==> config.mk <==
export PLATFORM = sky130hd
export DESIGN_NAME = ex_mem_stage_flat
export DESIGN_NICKNAME = d
export VERILOG_FILES = /design/src/rtl/ex_mem_stage_if.sv /design/src/rtl/ex_mem_stage.sv /design/src/flat_wrapper.sv
export SDC_FILE = /design/constraint.sdc
export NUM_CORES = 1
export LEC_CHECK = 0
export ABC_AREA = 1
export BUFFER_PORTS_ARGS = -buffer_cell sky130_fd_sc_hd__buf_2
export CORE_ASPECT_RATIO = 0.6
export CORE_MARGIN = 8
export CORE_UTILIZATION = 45
export DETAILED_ROUTE_END_ITERATION = 8
export PLACE_DENSITY = 0.7
export SLEW_MARGIN = 25
export SYNTH_ARGS = -nofsm -noshare
export SYNTH_HDL_FRONTEND = slang
export SYNTH_SLANG_ARGS = --single-unit
==> constraint.sdc <==
create_clock -name i_clk -period 5 [get_ports i_clk]
set_input_delay 0.75 -clock i_clk [delete_from_list [all_inputs] [get_ports i_clk]]
set_output_delay 0.75 -clock i_clk [all_outputs]
set_load 0.02 [all_outputs]
==> src/rtl/ex_mem_stage_if.sv <==
// Signal bundle for the EX/MEM stage: EX-side inputs, data-memory handshake and write-back outputs.
// The stage uses the slave view; the driving environment uses the master view.
interface ex_mem_stage_if #(
    parameter int DATA_W = 32,
    parameter int REG_W  = 5,
    parameter int CNT_W  = 16
);
    logic              ex_valid;
    logic              ex_wen;
    logic [REG_W-1:0]  ex_wsel;
    logic              ex_memToReg;
    logic              ex_jl;
    logic              ex_dREN;
    logic              ex_dWEN;
    logic              ex_halt;
    logic [DATA_W-1:0] ex_aluOut;
    logic [DATA_W-1:0] ex_storeData;
    logic [DATA_W-1:0] ex_incPC;
    logic              enable;
    logic              flush;
    logic              dhit;
    logic [DATA_W-1:0] dmemload;
    logic              dmemREN;
    logic              dmemWEN;
    logic [DATA_W-1:0] dmemaddr;
    logic [DATA_W-1:0] dmemstore;
    logic              mem_busy;
    logic              wb_valid;
    logic              wb_wen;
    logic [REG_W-1:0]  wb_wsel;
    logic [DATA_W-1:0] wb_wdat;
    logic              halt;
    logic [CNT_W-1:0]  stall_cnt;

    modport slave (
        input  ex_valid, ex_wen, ex_wsel, ex_memToReg, ex_jl, ex_dREN, ex_dWEN, ex_halt,
               ex_aluOut, ex_storeData, ex_incPC, enable, flush, dhit, dmemload,
        output dmemREN, dmemWEN, dmemaddr, dmemstore, mem_busy,
               wb_valid, wb_wen, wb_wsel, wb_wdat, halt, stall_cnt
    );

    modport master (
        output ex_valid, ex_wen, ex_wsel, ex_memToReg, ex_jl, ex_dREN, ex_dWEN, ex_halt,
               ex_aluOut, ex_storeData, ex_incPC, enable, flush, dhit, dmemload,
        input  dmemREN, dmemWEN, dmemaddr, dmemstore, mem_busy,
               wb_valid, wb_wen, wb_wsel, wb_wdat, halt, stall_cnt
    );
endinterface

==> src/rtl/ex_mem_stage.sv <==
// EX/MEM pipeline register with data-memory handshake FSM, sticky halt and saturating stall counter.
// state    | meaning
// S_IDLE   | no memory request outstanding
// S_ACCESS | M slot holds a load/store, request driven until dhit
// S_HALTED | halt retired, nothing further is latched or retired
module ex_mem_stage #(
    parameter int DATA_W = 32,
    parameter int REG_W  = 5,
    parameter int CNT_W  = 16
) (
    input  logic           i_clk,
    input  logic           i_rst,
    ex_mem_stage_if.slave  bus
);
    typedef enum logic [1:0] {S_IDLE, S_ACCESS, S_HALTED} state_t;

    state_t            r_state;
    state_t            w_state_nxt;

    logic              r_m_valid;
    logic              r_m_wen;
    logic [REG_W-1:0]  r_m_wsel;
    logic              r_m_mem_to_reg;
    logic              r_m_jl;
    logic              r_m_dren;
    logic              r_m_dwen;
    logic              r_m_halt;
    logic [DATA_W-1:0] r_m_alu_out;
    logic [DATA_W-1:0] r_m_store_data;
    logic [DATA_W-1:0] r_m_inc_pc;
    logic              r_halt;
    logic [CNT_W-1:0]  r_stall_cnt;

    logic              w_mem_busy;
    logic              w_dren;
    logic              w_dwen;
    logic [DATA_W-1:0] w_addr;
    logic [DATA_W-1:0] w_store;
    logic              w_adv;
    logic              w_wb_valid;
    logic              w_halt_retire;
    logic              w_latch;
    logic              w_in_valid;
    logic              w_in_mem;
    logic              w_stall;

    always_ff @(posedge i_clk) begin
        if (i_rst) r_state <= S_IDLE;
        else       r_state <= w_state_nxt;
    end

    always_comb begin
        w_mem_busy  = 1'b0;
        w_dren      = 1'b0;
        w_dwen      = 1'b0;
        w_addr      = '0;
        w_store     = '0;
        w_state_nxt = r_state;

        case (r_state)
            S_ACCESS: begin
                w_dren     = r_m_dren;
                w_dwen     = r_m_dwen;
                w_addr     = r_m_alu_out;
                w_store    = r_m_store_data;
                w_mem_busy = !bus.dhit;
            end
            S_HALTED: w_mem_busy = 1'b1;
            default:  ;
        endcase

        w_in_valid    = bus.ex_valid & !bus.flush;
        w_in_mem      = w_in_valid & (bus.ex_dREN | bus.ex_dWEN);
        w_adv         = bus.enable & !w_mem_busy & (r_state != S_HALTED);
        w_wb_valid    = r_m_valid & !w_mem_busy & (r_state != S_HALTED);
        w_halt_retire = w_wb_valid & r_m_halt;
        // The retiring halt stays in M so the write-back outputs hold its fields.
        w_latch       = w_adv & !w_halt_retire;
        w_stall       = (r_state == S_ACCESS) & !bus.dhit;

        if (w_halt_retire) begin
            w_state_nxt = S_HALTED;
        end else begin
            case (r_state)
                S_IDLE:   if (w_adv && w_in_mem) w_state_nxt = S_ACCESS;
                S_ACCESS: if (bus.dhit && w_adv) w_state_nxt = w_in_mem ? S_ACCESS : S_IDLE;
                default:  w_state_nxt = r_state;
            endcase
        end
    end

    always_ff @(posedge i_clk) begin
        if (i_rst) begin
            r_m_valid      <= 1'b0;
            r_m_wen        <= 1'b0;
            r_m_wsel       <= '0;
            r_m_mem_to_reg <= 1'b0;
            r_m_jl         <= 1'b0;
            r_m_dren       <= 1'b0;
            r_m_dwen       <= 1'b0;
            r_m_halt       <= 1'b0;
            r_m_alu_out    <= '0;
            r_m_store_data <= '0;
            r_m_inc_pc     <= '0;
        end else if (w_latch) begin
            r_m_valid      <= w_in_valid;
            r_m_wen        <= w_in_valid & bus.ex_wen;
            r_m_wsel       <= w_in_valid ? bus.ex_wsel : '0;
            r_m_mem_to_reg <= w_in_valid & bus.ex_memToReg;
            r_m_jl         <= w_in_valid & bus.ex_jl;
            r_m_dren       <= w_in_valid & bus.ex_dREN;
            r_m_dwen       <= w_in_valid & bus.ex_dWEN;
            r_m_halt       <= w_in_valid & bus.ex_halt;
            r_m_alu_out    <= w_in_valid ? bus.ex_aluOut : '0;
            r_m_store_data <= w_in_valid ? bus.ex_storeData : '0;
            r_m_inc_pc     <= w_in_valid ? bus.ex_incPC : '0;
        end
    end

    always_ff @(posedge i_clk) begin
        if (i_rst) begin
            r_halt      <= 1'b0;
            r_stall_cnt <= '0;
        end else begin
            if (w_halt_retire) r_halt <= 1'b1;
            if (w_stall && (r_stall_cnt != {CNT_W{1'b1}})) r_stall_cnt <= r_stall_cnt + CNT_W'(1);
        end
    end

    assign bus.dmemREN   = w_dren;
    assign bus.dmemWEN   = w_dwen;
    assign bus.dmemaddr  = w_addr;
    assign bus.dmemstore = w_store;
    assign bus.mem_busy  = w_mem_busy;
    assign bus.wb_valid  = w_wb_valid;
    // Stores never write the register file.
    assign bus.wb_wen    = w_wb_valid & r_m_wen & !r_m_dwen;
    assign bus.wb_wsel   = r_m_wsel;
    assign bus.wb_wdat   = r_m_mem_to_reg ? bus.dmemload : (r_m_jl ? r_m_inc_pc : r_m_alu_out);
    assign bus.halt      = r_halt;
    assign bus.stall_cnt = r_stall_cnt;
endmodule

==> src/flat_wrapper.sv <==
// flat-port wrapper written by rule: the top's interface ports become plain ports
module ex_mem_stage_flat 
#(
    parameter int DATA_W = 32,
    parameter int REG_W  = 5,
    parameter int CNT_W  = 16
)
  (i_clk, i_rst, bus_ex_valid, bus_ex_wen, bus_ex_wsel, bus_ex_memToReg, bus_ex_jl, bus_ex_dREN, bus_ex_dWEN, bus_ex_halt, bus_ex_aluOut, bus_ex_storeData, bus_ex_incPC, bus_enable, bus_flush, bus_dhit, bus_dmemload, bus_dmemREN, bus_dmemWEN, bus_dmemaddr, bus_dmemstore, bus_mem_busy, bus_wb_valid, bus_wb_wen, bus_wb_wsel, bus_wb_wdat, bus_halt, bus_stall_cnt);
  ex_mem_stage_if #(.DATA_W(DATA_W), .REG_W(REG_W), .CNT_W(CNT_W)) bus_i ();
  input  logic i_clk;
  input  logic i_rst;
  input wire logic [$bits(bus_i.ex_valid)-1:0] bus_ex_valid;
  input wire logic [$bits(bus_i.ex_wen)-1:0] bus_ex_wen;
  input wire logic [$bits(bus_i.ex_wsel)-1:0] bus_ex_wsel;
  input wire logic [$bits(bus_i.ex_memToReg)-1:0] bus_ex_memToReg;
  input wire logic [$bits(bus_i.ex_jl)-1:0] bus_ex_jl;
  input wire logic [$bits(bus_i.ex_dREN)-1:0] bus_ex_dREN;
  input wire logic [$bits(bus_i.ex_dWEN)-1:0] bus_ex_dWEN;
  input wire logic [$bits(bus_i.ex_halt)-1:0] bus_ex_halt;
  input wire logic [$bits(bus_i.ex_aluOut)-1:0] bus_ex_aluOut;
  input wire logic [$bits(bus_i.ex_storeData)-1:0] bus_ex_storeData;
  input wire logic [$bits(bus_i.ex_incPC)-1:0] bus_ex_incPC;
  input wire logic [$bits(bus_i.enable)-1:0] bus_enable;
  input wire logic [$bits(bus_i.flush)-1:0] bus_flush;
  input wire logic [$bits(bus_i.dhit)-1:0] bus_dhit;
  input wire logic [$bits(bus_i.dmemload)-1:0] bus_dmemload;
  output wire logic [$bits(bus_i.dmemREN)-1:0] bus_dmemREN;
  output wire logic [$bits(bus_i.dmemWEN)-1:0] bus_dmemWEN;
  output wire logic [$bits(bus_i.dmemaddr)-1:0] bus_dmemaddr;
  output wire logic [$bits(bus_i.dmemstore)-1:0] bus_dmemstore;
  output wire logic [$bits(bus_i.mem_busy)-1:0] bus_mem_busy;
  output wire logic [$bits(bus_i.wb_valid)-1:0] bus_wb_valid;
  output wire logic [$bits(bus_i.wb_wen)-1:0] bus_wb_wen;
  output wire logic [$bits(bus_i.wb_wsel)-1:0] bus_wb_wsel;
  output wire logic [$bits(bus_i.wb_wdat)-1:0] bus_wb_wdat;
  output wire logic [$bits(bus_i.halt)-1:0] bus_halt;
  output wire logic [$bits(bus_i.stall_cnt)-1:0] bus_stall_cnt;
  assign bus_i.ex_valid = bus_ex_valid;
  assign bus_i.ex_wen = bus_ex_wen;
  assign bus_i.ex_wsel = bus_ex_wsel;
  assign bus_i.ex_memToReg = bus_ex_memToReg;
  assign bus_i.ex_jl = bus_ex_jl;
  assign bus_i.ex_dREN = bus_ex_dREN;
  assign bus_i.ex_dWEN = bus_ex_dWEN;
  assign bus_i.ex_halt = bus_ex_halt;
  assign bus_i.ex_aluOut = bus_ex_aluOut;
  assign bus_i.ex_storeData = bus_ex_storeData;
  assign bus_i.ex_incPC = bus_ex_incPC;
  assign bus_i.enable = bus_enable;
  assign bus_i.flush = bus_flush;
  assign bus_i.dhit = bus_dhit;
  assign bus_i.dmemload = bus_dmemload;
  assign bus_dmemREN = bus_i.dmemREN;
  assign bus_dmemWEN = bus_i.dmemWEN;
  assign bus_dmemaddr = bus_i.dmemaddr;
  assign bus_dmemstore = bus_i.dmemstore;
  assign bus_mem_busy = bus_i.mem_busy;
  assign bus_wb_valid = bus_i.wb_valid;
  assign bus_wb_wen = bus_i.wb_wen;
  assign bus_wb_wsel = bus_i.wb_wsel;
  assign bus_wb_wdat = bus_i.wb_wdat;
  assign bus_halt = bus_i.halt;
  assign bus_stall_cnt = bus_i.stall_cnt;
  ex_mem_stage #(.DATA_W(DATA_W), .REG_W(REG_W), .CNT_W(CNT_W)) u_core (.i_clk(i_clk), .i_rst(i_rst), .bus(bus_i));
endmodule
==> reports/metrics.cfg, run 1 <==
[synth]
synth_largest_area_cell=dfxtp_1
synth_commonest_cells=nand2_1 (270), inv_1 (193), a21oi_1 (189)
ys_seq_area_share_pct=35.88
synth-adder-area-share_pct=0.7063
synth_edf_count=0
synth_cell_types=26
synthesis.nets=1326
synth_compound_area_share_pct=14.30
synthCells=1177
synthArstFlopShare_pct=0
ys_ff_latch=127
yosysTopAreaCellShare_pct=35.88
synth_top_family_by_area=simple AND/OR/NAND/NOR gates
syn-mean-instance-area_um2=6.020
ys_warn_count=0
ys.flop_type=dfxtp_1
muxShareOfSynthArea_pct=0
synth.most_common_cell=nand2_1
synth-xor-area-share_pct=0.7417
ys_top_cells_by_area=dfxtp_1 (36%), nand2_1 (14%), a21oi_1 (13%)
syn_area_um2=7086
synth_simple_gate_area_share_pct=32.37

[setup_path]
slowest_stage=buf_4
cp_num_cells=6
reg2reg_slack_ns=2.29
crit_top_cell=inv_1
critPathLaunch=u_core.r_state[1]
crit_buf_inv=4
end_kind=output pin
r2r-start=u_core.r_state[0]
path_cells=inv_1 > ha_2 > buf_4 > nand2_1 > inv_1 > buf_2
cpPeakStageDelay_ns=0.57
required_ns=4.25
crit_family=buffers and inverters
worstSetupPathType=register to output pin
crit_fanout=68
arrival_ns=2.11
r2r_cells=9
reg2reg_to=u_core.r_m_alu_out[3]
cp-start-kind=register

[flow_run]
cap_violations=0

[worst_hold_path]
holdPathStages=2
hold_end=u_core.r_m_store_data[29]
hold_class=register to register
min_from=u_core.r_m_store_data[29]

[place]
port_buffers=267
post-dp-hpwl_um=15580
dpl_worst_slack_ns=2.212
gp_congestion=0.8556
place_inst=1571

[sta]
worst_pin_slew_ns=0.9369
setup_tns_ns=0
setup_viol=0
slew_headroom_pct=37.54
period_share_pct=57.16
finalMaxSlewViolations=0
fmax_ghz=0.3499
finClkSkew_ns=0.01495
finalWorstSetupSlack_ns=2.142
final.min_clock_period_ns=2.858
rsz0062_at_grt=no
hold_viol_final=0

[die]
core_area_um2=15370
die_h_um=113.2
die_w_um=178.0
row_count=35
start_util_pct=46.10
dieArea_um2=20150
num_io_pins=268

[layout]
final_nets=1536
layoutNonFillerInstCount=1602
reg_top3=u_core.r_m_alu_out: 32 flops, u_core.r_m_inc_pc: 32 flops, u_core.r_m_store_data: 32 flops
antennaDiodeCount=0
syn2layout_area_growth_pct=27.05
utilization_pct=58.57
drive_gt1_share_pct=22.66

[drt]
via_per_inst=4.898
vias=7846
wl_met3_um=2426
firstDrtPassIters=6
detail-route-antenna-nets=0
wirelength_um=23330
drt_iter0_markers=670
wl_per_cell_um=14.56
drc=0
met2RoutedLength_um=10070
wl_met1_um=10620
highest_layer=met5

[power_and_ir_drop]
comb_power_share_pct=10.9
power_density_nw_per_um2=297.9
p_leak_uw=0.004828
ir_drop_uv=189.3
switchingPower_uw=681.1
power_frac_clock_pct=49.8
p_sw_share_pct=25.39
internal-power_uw=2001
p_seq_share_pct=39.2

[cts]
post-cts-setup-buffer-count=0
clock_sinks=127
htreeDepth=4
root_buffer=clkbuf_16
cts_hold_buffers=0
ctsResizeCount=0
worstSkewPairLatency_ns=0.41
cts_made_buffers=17
cts_tree=yes
clk_pin_slew_ns=0.05
clockBufferDepth=2

[run_status]
status=complete, no violations

[global_route]
grt_first_pass_wirelength_um=36820
grt_max_degree=109
antenna_found_initial=1
grt_pass1_vias=7232
grt.overflow.total=0
grt_usage_pct=22.05

-- logic make-up (layout without fill, tap and decap cells) --
| logic type | Yosys count | in the layout |
|---|---|---|
| AOI/OAI and AO/OA | 199 | 199 |
| and+or+nand+nor | 561 | 561 |
| adders and majority gates | 4 | 4 |
| DFF | 127 | 127 |
| xor gates and xnor gates | 6 | 6 |
| buffers and inverters | 280 | 502 |
-- layer usage --
metal  global-route usage, %  vias up
met4                   5.199        2
met3                   6.817       18
li1                        -     4023
met2                   33.59      324
met1                   29.85     3479
met5                       0        -
-- final cells by class --
class,instances,area (um2)
repair buffers,274,1395
clock inverters,12,186.4
flip-flops and latches,127,2542
fillers,1559,6369
clock buffers,19,452.9
multi-input cells,770,3431
well taps,203,254.0
inverters,197,740.7
-- metrics by stage --
stage	hold WS, ns	area (um2)	total power, uW
floorplan	0.4393	7086	1255
global placement	0.4385	8351	1363
detailed placement	0.4476	8363	1365
CTS	0.4564	9002	2697
global route	0.4737	9002	2782
finish	0.4597	9002	2682
-- worst min-delay path, cell delays in order (launching register included) --
cell and delay [ns]:
dfxtp_1 0.31, nand2_1 0.06, a21oi_1 0.05
-- worst max-delay path by stage --
stage,end,slack [ns]
after global routing,bus_dmemaddr[28],2.01
after detailed placement,u_core.r_m_alu_out[7],2.21
after floorplan,bus_wb_wen,2.74
final,bus_dmemstore[3],2.14
after CTS,bus_dmemaddr[27],2.15
after global placement,u_core.r_m_inc_pc[4],2.03
-- layout by cell type (no fill, tap or decap) --
cell | synthesis | final
a21boi_2 | 1 | 1
a21oi_1 | 189 | 189
buf_2 | 15 | 266
buf_4 | 13 | 7
buf_6 | 2 | 1
bufinv_16 | 0 | 4
clkbuf_16 | 0 | 17
clkbuf_8 | 0 | 2
clkinv_1 | 2 | 2
clkinv_2 | 0 | 1
clkinv_4 | 0 | 5
clkinvlp_4 | 0 | 3
dfxtp_1 | 127 | 127
ha_1 | 4 | 3
ha_2 | 0 | 1
inv_1 | 193 | 191
inv_2 | 2 | 3
nand2_1 | 270 | 270
nand2_4 | 1 | 2
nand2_8 | 0 | 1
nand3_1 | 114 | 114
nand4_1 | 4 | 4
nor2_1 | 164 | 164
nor2_4 | 2 | 2
nor3_1 | 3 | 3
nor3b_1 | 1 | 1
o21ai_0 | 7 | 7
o21ai_1 | 1 | 1
o21ai_4 | 1 | 1
xnor2_1 | 4 | 4
xor2_1 | 2 | 2
-- power groups by stage --
stage          clock, uW  sequential (uW)  combinational [uW]
3_3_place_gp           0             1070                 290
6_report            1340             1050                 294
2_1_floorplan          0             1070                 183
5_1_grt             1400             1050                 325
3_5_place_dp           0             1070                 292
4_1_cts             1350             1050                 294
Note: power is estimated with default switching activity, not from simulation.
==> run 2: changes to the inputs <==
Settings changed: ABC_AREA 1 to 0, CORE_UTILIZATION 45 to 41, PLACE_DENSITY 0.7 to 0.72.
Clock period 5 ns to 2.5 ns, I/O delays scaled along.
==> reports/metrics.cfg, run 2 <==
[sta]
setup_tns_ns=0
worst_pin_slew_ns=0.7534
hold_viol_final=0
finClkSkew_ns=0.01492
setup_viol=0
timing.hold.ws_ns=0.1863
slew_headroom_pct=49.66
fmax_ghz=0.4243
finalMaxSlewViolations=0
period_share_pct=94.28
final.min_clock_period_ns=2.357
rsz0062_at_grt=no

[drt]
wl_met1_um=7786
wirelength_um=17680
highest_layer=met4
via_per_inst=5.243
met2RoutedLength_um=8388
wl_per_cell_um=17.99
detail-route-antenna-nets=0
vias=5154
drc=0
wl_met3_um=1287
firstDrtPassIters=4
drt_iter0_markers=307

[cts]
clock_sinks=127
worstSkewPairLatency_ns=0.40
cts_made_buffers=17
root_buffer=clkbuf_16
htreeDepth=4
clockBufferDepth=2
post-cts-setup-buffer-count=0
clk_pin_slew_ns=0.06
cts_tree=yes

[synth]
ys_top_cells_by_area=dfxtp_1 (47%), a22o_1 (17%), and2_1 (7.9%)
syn_area_um2=5388
ys_seq_area_share_pct=47.19
synthesis.nets=699
yosysTopAreaCellShare_pct=47.19
synthCells=550
synth_cell_types=38
synth.most_common_cell=dfxtp_1
ys_ff_latch=127
synth_largest_area_cell=dfxtp_1
syn-mean-instance-area_um2=9.796
synthArstFlopShare_pct=0
synth_edf_count=0
synth_commonest_cells=dfxtp_1 (127), a22o_1 (107), and2_1 (68)
ys_warn_count=0
ys.flop_type=dfxtp_1

[run_status]
status=complete, no violations

[place]
post-dp-hpwl_um=13060
detailed_place.area_um2=6850
port_buffers=267
gp_congestion=0.8392

[die]
row_count=32
die_h_um=104.8
core_area_um2=12850
dieArea_um2=17190
start_util_pct=41.92
die_w_um=164.0
num_io_pins=268

[global_route]
grt_usage_pct=20.11
grt_pass1_vias=5510
grt_max_degree=80
grt_first_pass_wirelength_um=28300
antenna_found_initial=0
grt.overflow.total=0

[layout]
nFillCells=1156
final_cell_mix=buf_2 (267), dfxtp_1 (125), a22o_1 (107)
antennaDiodeCount=0
mostFrequentLayoutCell=buf_2
drive_gt1_share_pct=38.75
final_nets=949
reg_top3=u_core.r_m_alu_out: 32 flops, u_core.r_m_inc_pc: 32 flops, u_core.r_m_store_data: 32 flops
fin_area_um2=7400
syn2layout_area_growth_pct=37.34

[power_and_ir_drop]
power_density_nw_per_um2=639.9
p_leak_uw=0.003410
ir_drop_uv=399.6
finalPower_uw=4735

[flow_run]
cap_violations=0

[setup_path]
reg2reg_to=u_core.r_m_alu_out[0]
r2r_cells=7
critPathLaunch=u_core.r_state[1]
crit_fanout=70
reg2reg_slack_ns=0.14
r2r-start=u_core.r_state[1]
arrival_ns=2.69
cp-start-kind=register
worstSetupPathType=register to register
crit_end=u_core.r_m_alu_out[0]
end_kind=register
required_ns=2.84

[worst_hold_path]
holdPathStages=2
hold_class=input pin to register

[run 2: cell count changes after synthesis, moves of 8 or more]
cell,delta
mux2i_1,+33
o21ai_0,+35
a22o_1,+107
and2_1,+68
nand3_1,-110
a21oi_1,-174
nand2_1,-233
nor2_1,-155
clkbuf_1,-20
buf_4,-13
or3_1,+8
inv_1,-187
[run 2: per-stage QoR]
step	worst slack [ns]	instances	utilization, %
final	0.1431	983	57.57
after global routing	0.01924	983	57.57
after CTS	0.1066	983	57.49
after detailed placement	0.1772	951	53.30
after global placement	0.2884	951	53.30
after floorplan	0.2978	550	-
[run 2: worst min-delay path by stage]
| stage | to | start | slack [ns] |
|---|---|---|---|
| detailed placement | u_core.bus.halt | u_core.bus.halt | 0.44 |
| global route | u_core.r_m_inc_pc[18] | bus_ex_incPC[18] | 0.16 |
| floorplan | u_core.r_m_store_data[0] | u_core.r_m_store_data[0] | 0.43 |
| CTS | u_core.r_m_inc_pc[18] | bus_ex_incPC[18] | 0.17 |
| global placement | u_core.bus.halt | u_core.bus.halt | 0.43 |
| finish | u_core.r_m_store_data[7] | bus_ex_storeData[7] | 0.19 |
[run 2: worst max-delay path: stages, from the launching register on]
cell       delay, ns
dfxtp_1         0.35
inv_1           0.09
ha_2            0.19
and2b_4         0.23
a2111oi_4       0.52
nor3b_4         0.34
buf_12          0.30
a22o_1          0.20
[run 2: where the power goes]
group | switching, uW | internal (uW) | leakage, uW
Sequential | 36.7 | 2070 | 0.00103
Clock | 947 | 1280 | 0.000250
Combinational | 218 | 180 | 0.00213
[run 2: final cells by class]
cell class | count | area, um2 | area share, %
Sequential cell | 127 | 2545 | 34.39
Tap cell | 170 | 212.7 | 2.875
Multi-Input combinational cell | 372 | 2633 | 35.58
Clock inverter | 14 | 108.9 | 1.471
Timing Repair Buffer | 276 | 1449 | 19.58
Clock buffer | 18 | 429.2 | 5.800
Inverter | 6 | 22.52 | 0.3044
[run 2: what timing repair did]
item | 4_1_cts | 5_1_grt
hold buffers | 0 | 0
resized for setup | 0 | 3
setup endpoints to repair | 0 | 4
[run 2: metal layers]
metal | vias up | global-route usage [%]
li1 | 2528 | -
met2 | 178 | 33.81
met5 | - | 0
met3 | 15 | 6.348
met1 | 2433 | 24.21
met4 | 0 | 6.008
[run 2: logic make-up (layout without fill, tap and decap cells)]
family,after synthesis,count (layout),synth area share [%]
xor gates and xnor gates,1,1,0.1626
and+or+nand+nor,158,158,16.51
adders and majority gates,4,4,0.9290
DFF,127,127,47.19
buffers and inverters,51,314,4.319
muxes,33,33,6.131
AOI/OAI and AO/OA,176,176,24.76
